## config.mk

```make
export PLATFORM = sky130hd
export DESIGN_NAME = multiport_register_file
export DESIGN_NICKNAME = d
export VERILOG_FILES = /design/src/rtl/regfile_pkg.sv /design/src/rtl/regfile_clear_seq.sv /design/src/rtl/multiport_register_file.sv
export SDC_FILE = /design/constraint.sdc
export NUM_CORES = 2
export LEC_CHECK = 0
export ABC_AREA = 0
export BUFFER_PORTS_ARGS = -buffer_cell sky130_fd_sc_hd__buf_2
export CELL_PAD_IN_SITES_DETAIL_PLACEMENT = 0
export CELL_PAD_IN_SITES_GLOBAL_PLACEMENT = 1
export CORE_MARGIN = 4
export CORE_UTILIZATION = 53
export DETAILED_ROUTE_END_ITERATION = 12
export PLACE_DENSITY_LB_ADDON = 0.1
export SLEW_MARGIN = 10
export SYNTH_ARGS = -nofsm -noshare
export SYNTH_HDL_FRONTEND = slang
export SYNTH_HIERARCHICAL = 1
export SYNTH_SLANG_ARGS = --single-unit
```

## constraint.sdc

```tcl
create_clock -name Clock -period 3.6 [get_ports Clock]
set_clock_uncertainty 0.2 [all_clocks]
set_input_delay 0.36 -clock Clock [delete_from_list [all_inputs] [get_ports Clock]]
set_output_delay 0.36 -clock Clock [all_outputs]
set_load 0.1 [all_outputs]
```

## src/rtl/regfile_pkg.sv

```systemverilog
// Shared types and helpers for the multiport register file and its clear sequencer.
package regfile_pkg;

  typedef enum logic {IDLE, CLEARING} clearState_t;

  localparam int unsigned BYTE     = 8;
  // Widest word mergeBytes handles; callers extend to this width and truncate the result.
  localparam int unsigned MaxWidth = 256;

  function automatic logic [MaxWidth-1:0] mergeBytes(
    input logic [MaxWidth-1:0]      oldWord,
    input logic [MaxWidth-1:0]      newWord,
    input logic [MaxWidth/BYTE-1:0] mask
  );
    logic [MaxWidth-1:0] merged;
    merged = oldWord;
    for (int unsigned i = 0; i < MaxWidth/BYTE; i++) begin
      if (mask[i]) merged[i*BYTE +: BYTE] = newWord[i*BYTE +: BYTE];
    end
    return merged;
  endfunction

endpackage

```

## src/rtl/regfile_clear_seq.sv

```systemverilog
// Bulk-clear sequencer: walks the register array one row per cycle after a Clear request.
module regfile_clear_seq
  import regfile_pkg::*;
#(
  parameter int unsigned Depth     = 64,
  parameter int unsigned AddrWidth = $clog2(Depth)
) (
  input  logic                 Clock,
  input  logic                 nReset,
  input  logic                 Clear,
  output logic                 Busy,
  output logic [AddrWidth-1:0] ClearRow,
  output logic                 ClearActive
);

  clearState_t          state, stateNext;
  logic [AddrWidth-1:0] rowCount, rowCountNext;

  always_ff @(posedge Clock or negedge nReset) begin
    if (!nReset) begin
      state    <= IDLE;
      rowCount <= '0;
      Busy     <= 1'b0;
    end else begin
      state    <= stateNext;
      rowCount <= rowCountNext;
      Busy     <= (stateNext == CLEARING);
    end
  end

  always_comb begin
    stateNext    = state;
    rowCountNext = rowCount;
    unique case (state)
      IDLE: begin
        if (Clear) begin
          stateNext    = CLEARING;
          rowCountNext = '0;
        end
      end
      CLEARING: begin
        // Counter wraps to 0 on the last row, leaving it ready for the next sequence.
        rowCountNext = rowCount + AddrWidth'(1);
        if (rowCount == AddrWidth'(Depth - 1)) stateNext = IDLE;
      end
      default: stateNext = IDLE;
    endcase
  end

  assign ClearRow    = rowCount;
  assign ClearActive = (state == CLEARING);

endmodule

```

## src/rtl/multiport_register_file.sv

```systemverilog
// Register file with N registered write-first read ports, one byte-masked write port
// and a sequenced bulk clear.
module multiport_register_file
  import regfile_pkg::*;
#(
  parameter int unsigned DataWidth    = 16,
  parameter int unsigned Depth        = 64,
  parameter int unsigned ReadPorts    = 2,
  parameter int unsigned ZeroRegister = 0,
  parameter int unsigned AddrWidth    = $clog2(Depth)
) (
  input  logic                      Clock,
  input  logic                      nReset,
  input  logic                      WriteEnable,
  input  logic [AddrWidth-1:0]      WriteAddress,
  input  logic [DataWidth-1:0]      WriteData,
  input  logic [DataWidth/BYTE-1:0] WriteMask,
  input  logic [AddrWidth-1:0]      ReadAddress [ReadPorts],
  output logic [DataWidth-1:0]      ReadData    [ReadPorts],
  input  logic                      Clear,
  output logic                      Busy
);

  logic [DataWidth-1:0] regs [Depth];
  logic [AddrWidth-1:0] clearRow;
  logic                 clearActive;
  logic                 writeAccept;
  logic [DataWidth-1:0] mergedWord;

  regfile_clear_seq #(
    .Depth     (Depth),
    .AddrWidth (AddrWidth)
  ) uClearSeq (
    .Clock       (Clock),
    .nReset      (nReset),
    .Clear       (Clear),
    .Busy        (Busy),
    .ClearRow    (clearRow),
    .ClearActive (clearActive)
  );

  assign writeAccept = WriteEnable && !clearActive &&
                       !((ZeroRegister != 0) && (WriteAddress == '0));
  assign mergedWord  = DataWidth'(mergeBytes(MaxWidth'(regs[WriteAddress]),
                                             MaxWidth'(WriteData),
                                             (MaxWidth/BYTE)'(WriteMask)));

  always_ff @(posedge Clock or negedge nReset) begin
    if (!nReset) begin
      for (int unsigned r = 0; r < Depth; r++) regs[r] <= '0;
    end else if (clearActive) begin
      regs[clearRow] <= '0;
    end else if (writeAccept) begin
      regs[WriteAddress] <= mergedWord;
    end
  end

  for (genvar p = 0; p < ReadPorts; p++) begin : gRead
    logic [DataWidth-1:0] readReg;

    // Priority mirrors the array update so each port sees post-edge contents.
    always_ff @(posedge Clock or negedge nReset) begin
      if (!nReset) begin
        readReg <= '0;
      end else if ((ZeroRegister != 0) && (ReadAddress[p] == '0)) begin
        readReg <= '0;
      end else if (clearActive && (ReadAddress[p] == clearRow)) begin
        readReg <= '0;
      end else if (writeAccept && (ReadAddress[p] == WriteAddress)) begin
        readReg <= mergedWord;
      end else begin
        readReg <= regs[ReadAddress[p]];
      end
    end

    assign ReadData[p] = readReg;
  end

endmodule

```

==> reports/summary.json <==
{
  "initial_core_util_pct": 53.3,
  "violations": "negative setup slack",
  "synthesis.instances": 5333,
  "worst_hold_margin_ns": 0.0728,
  "timing.slew.headroom_pct": 4.62,
  "min_path_cells": 5,
  "status": "finished, violations left",
  "die_area_um2": 124000,
  "synth.ff_latch_count": 1063,
  "crit_path_max_incr_delay_ns": 0.48,
  "ff2ff_setup_slack_ns": -0.009,
  "drtAntennaViolNets": 0,
  "sinks_on_clock_net": 1063,
  "crit_buf_inv": 2,
  "p_leak_nw": 32.5,
  "detail_route.wirelength_um": 363000,
  "maxCapViolations": 0,
  "grt_use_total_pct": 57.4,
  "antenna_found_initial": 37,
  "critPathSlowestCell": "or4b_1",
  "routabilityCongestion": 1.13,
  "h-tree-depth": 3,
  "peakVddDrop_mv": 0.472,
  "layout-area-overhead-vs-synth_pct": 21.4,
  "synth_cell_types": 75,
  "fillCellCount": 9264,
  "number_of_global_route_vias_before_repair": 59200,
  "num_io_pins": 73,
  "cpLargestDelayFamily": "simple AND/OR/NAND/NOR gates",
  "numCtsBuffers": 115,
  "design.final.nets": 5878,
  "clock_latency_ns": 0.80,
  "holdCritStartpoint": "WriteData[6]",
  "overflow": 0,
  "grt_use_met3_pct": 32.9,
  "hold_path.class": "in -> reg",
  "yosysWarningCount": 6,
  "largest_net_degree_at_the_start_of_global_routing": 104,
  "critPathMaxFanout": 20,
  "synth_sequential_area_ratio_pct": 42.2,
  "cts_setup_buffers": 0,
  "arr_time_crit_path_ns": 4.07,
  "synth_area_um2": 63000,
  "placed_area_um2": 72100,
  "grt_first_pass_wirelength_um": 494000,
  "startpoint_type": "register",
  "clk_pin_slew_ns": 0.07,
  "post-route-worst-setup-slack_ns": -0.00936,
  "synth_async_sr_flop_share_pct": 100,
  "worstSetupEndpointType": "register",
  "worst_r2r_startpoint": "regs[378]$_DFFE_PN0P_",
  "grt_setup_unrepaired": "false",
  "path_class": "reg -> reg",
  "drt-pass1-iter-count": 13,
  "tritoncts": "done",
  "setup-tns-final_ns": -0.0268,
  "detail_route.iter0.violations": 12600,
  "die_width_um": 353,
  "busiest_layer": "met2",
  "clock_tree.buffer_depth": 3,
  "cellPowerDensity_nw_per_um2": 443,
  "achievable-frequency_mhz": 277,
  "max_slew.worst_pin.slew_ns": 1.43,
  "drt_drc_violations_left": 0,
  "globalRouteMet2Util_pct": 76.8,
  "globalRouteMet1Util_pct": 66.4,
  "drive_gt1_share_pct": 33.8,
  "most_common_flop_cell_mapped_by_yosys": "dfrtp_1",
  "synth-edff-count": 0,
  "slew_violations": 0,
  "synthesis.nets": 5374,
  "clock-root-buffer": "clkbuf_16",
  "cells_traversed_along_the_worst_timing_path": "nor4b_1 > a2111oi_0 > a31oi_1 > nor4_1 > buf_4 > or4b_1 > and2_2 > buf_12 > a22o_1",
  "die_height_um": 353,
  "setup_violation_total_in_the_final_timing_report": 4,
  "hpwlAfterDp_um": 249000,
  "routed-via-count": 63000,
  "critPathRequiredTime_ns": 4.06,
  "hold_viol_final": 0,
  "fin_area_um2": 76400,
  "timing.final.crit_share_pct": 100,
  "syn-mean-instance-area_um2": 11.8,
  "core_area_um2": 118000,
  "whs_endpoint": "gRead[0].readReg[6]$_DFF_PN0_",
  "period_minus_slack_ns": 3.61,
  "r2r_cells": 9,
  "rows": 126,
  "r2r_end": "regs[298]$_DFFE_PN0P_",
  "avgViaCountPerCell": 8.41,
  "avgRoutedWirePerCell_um": 48.4,
  "port_buffers": 72
}
==> layer usage <==
metal / up-vias / part of all wire, %
met3: 2124 / 18
met4: 22 / 11
met2: 7080 / 39
met5: - / 0.14
li1: 22400 / -
met1: 31300 / 32
==> power breakdown <==
| group | internal (mW) | switching, mW | total [mW] |
|---|---|---|---|
| sequential | 12.4 | 0.654 | 13.1 |
| combinational | 2.46 | 5.05 | 7.52 |
| clock | 7.83 | 5.42 | 13.2 |
==> registers in the layout, indices dropped and copies added (netlist names) <==
signal	flops
gRead.readReg	32
regs	1024
uClearSeq/ClearActive	1
uClearSeq/ClearRow	6
==> per-stage QoR <==
stage	instances	utilization (%)	total power, mW	worst slack, ns
final	7494	64.7	33.9	-0.00936
after global routing	7471	64.7	34.3	0.0104
after CTS	7464	64.6	33.3	0.0168
after detailed placement	7249	61.1	20.3	-0.574
after global placement	7249	61.1	20.2	-1.08
after floorplan	5333	-	16.3	0.262
==> worst max path at each step <==
| stage | start | end | slack (ns) | cells after the start |
|---|---|---|---|---|
| floorplan | uClearSeq/ClearActive$_DFF_PN0_ | regs[231]$_DFFE_PN0P_ | 0.26 | 8 |
| global placement | WriteAddress[1] | regs[243]$_DFFE_PN0P_ | -1.08 | 13 |
| detailed placement | WriteAddress[1] | regs[180]$_DFFE_PN0P_ | -0.57 | 13 |
| CTS | regs[259]$_DFFE_PN0P_ | regs[691]$_DFFE_PN0P_ | 0.02 | 10 |
| global route | regs[298]$_DFFE_PN0P_ | regs[186]$_DFFE_PN0P_ | 0.01 | 9 |
| finish | regs[378]$_DFFE_PN0P_ | regs[298]$_DFFE_PN0P_ | -0.009 | 9 |
==> cells in the mapped netlist (all sizes together) (8+ instances only) <==
cell,number,area share [%]
dfrtp,1063,42
a22o,687,9.6
mux4,534,19
nand2,451,2.7
o21ai,429,3.4
clkbuf,354,2.1
a22oi,285,3.4
buf,260,2.1
mux2,159,2.8
mux2i,135,2.1
nor2,133,0.79
a21oi,88,0.70
nand3,81,0.64
a221oi,76,1.1
o221ai,63,0.88
nor3,45,0.37
nand2b,40,0.40
a31oi,38,0.38
a221o,34,0.54
a211oi,33,0.39
and2,28,0.28
o2111ai,27,0.38
a32o,23,0.37
o22ai,21,0.21
nor2b,18,0.18
o31ai,17,0.20
xor2,15,0.21
nand4,14,0.15
o2bb2ai,13,0.18
and3,12,0.12
o211ai,12,0.14
a41oi,11,0.15
inv,11,0.066
nor3b,11,0.15
a222oi,10,0.16
or3,10,0.099
xnor2,10,0.14
and3b,8,0.11
==> timing repair <==
action | CTS | global route
endpoints found under the hold margin | 576 | 0
hold buffers | 5 | 0
endpoints found under the setup margin | 0 | 43
resized for setup | 0 | 1
==> area by class of cell <==
type / instances / area, um^2 / area share [%]
clock buffers: 155 / 3260 / 4.27
inverters: 11 / 41.3 / 0.0540
diodes: 28 / 70.1 / 0.0917
well taps: 1536 / 1920 / 2.51
clock inverters: 55 / 862 / 1.13
flip-flops and latches: 1063 / 26600 / 34.8
multi-input cells: 3645 / 34100 / 44.7
repair buffers: 1001 / 9530 / 12.5
==> kinds of logic (layout without fill, tap and decap cells) <==
| family | after synthesis | in the layout | synth area share (%) |
|---|---|---|---|
| xor+xnor | 25 | 25 | 0.348 |
| simple gates | 884 | 884 | 6.37 |
| fa+ha+maj | 1 | 1 | 0.0199 |
| buf+inv | 625 | 1222 | 4.27 |
| other cells | 0 | 28 | 0 |
| flops | 1063 | 1063 | 42.2 |
| mux | 828 | 828 | 24.1 |
| compound gates | 1907 | 1907 | 22.7 |
==> cells in the final DEF, fill, tap and decap left out, types with 81 or more instances in the layout <==
| master | netlist | layout |
|---|---|---|
| dfrtp_1 | 1063 | 1063 |
| mux2i_1 | 135 | 134 |
| a22o_1 | 687 | 687 |
| nand2_1 | 451 | 451 |
| buf_4 | 33 | 756 |
| nand3_1 | 81 | 81 |
| buf_12 | 0 | 168 |
| o21ai_0 | 429 | 427 |
| clkbuf_16 | 0 | 118 |
| nor2_1 | 133 | 111 |
| mux2_2 | 158 | 158 |
| a22oi_1 | 285 | 279 |
| mux4_2 | 534 | 534 |
==> tightest hold or removal path, stage by stage <==
cell	delay [ns]
buf_2	0.10
nand2b_1	0.14
nand2_1	0.13
o21ai_0	0.13
buf_4	0.14
Note: power is estimated with default switching activity, not from simulation.
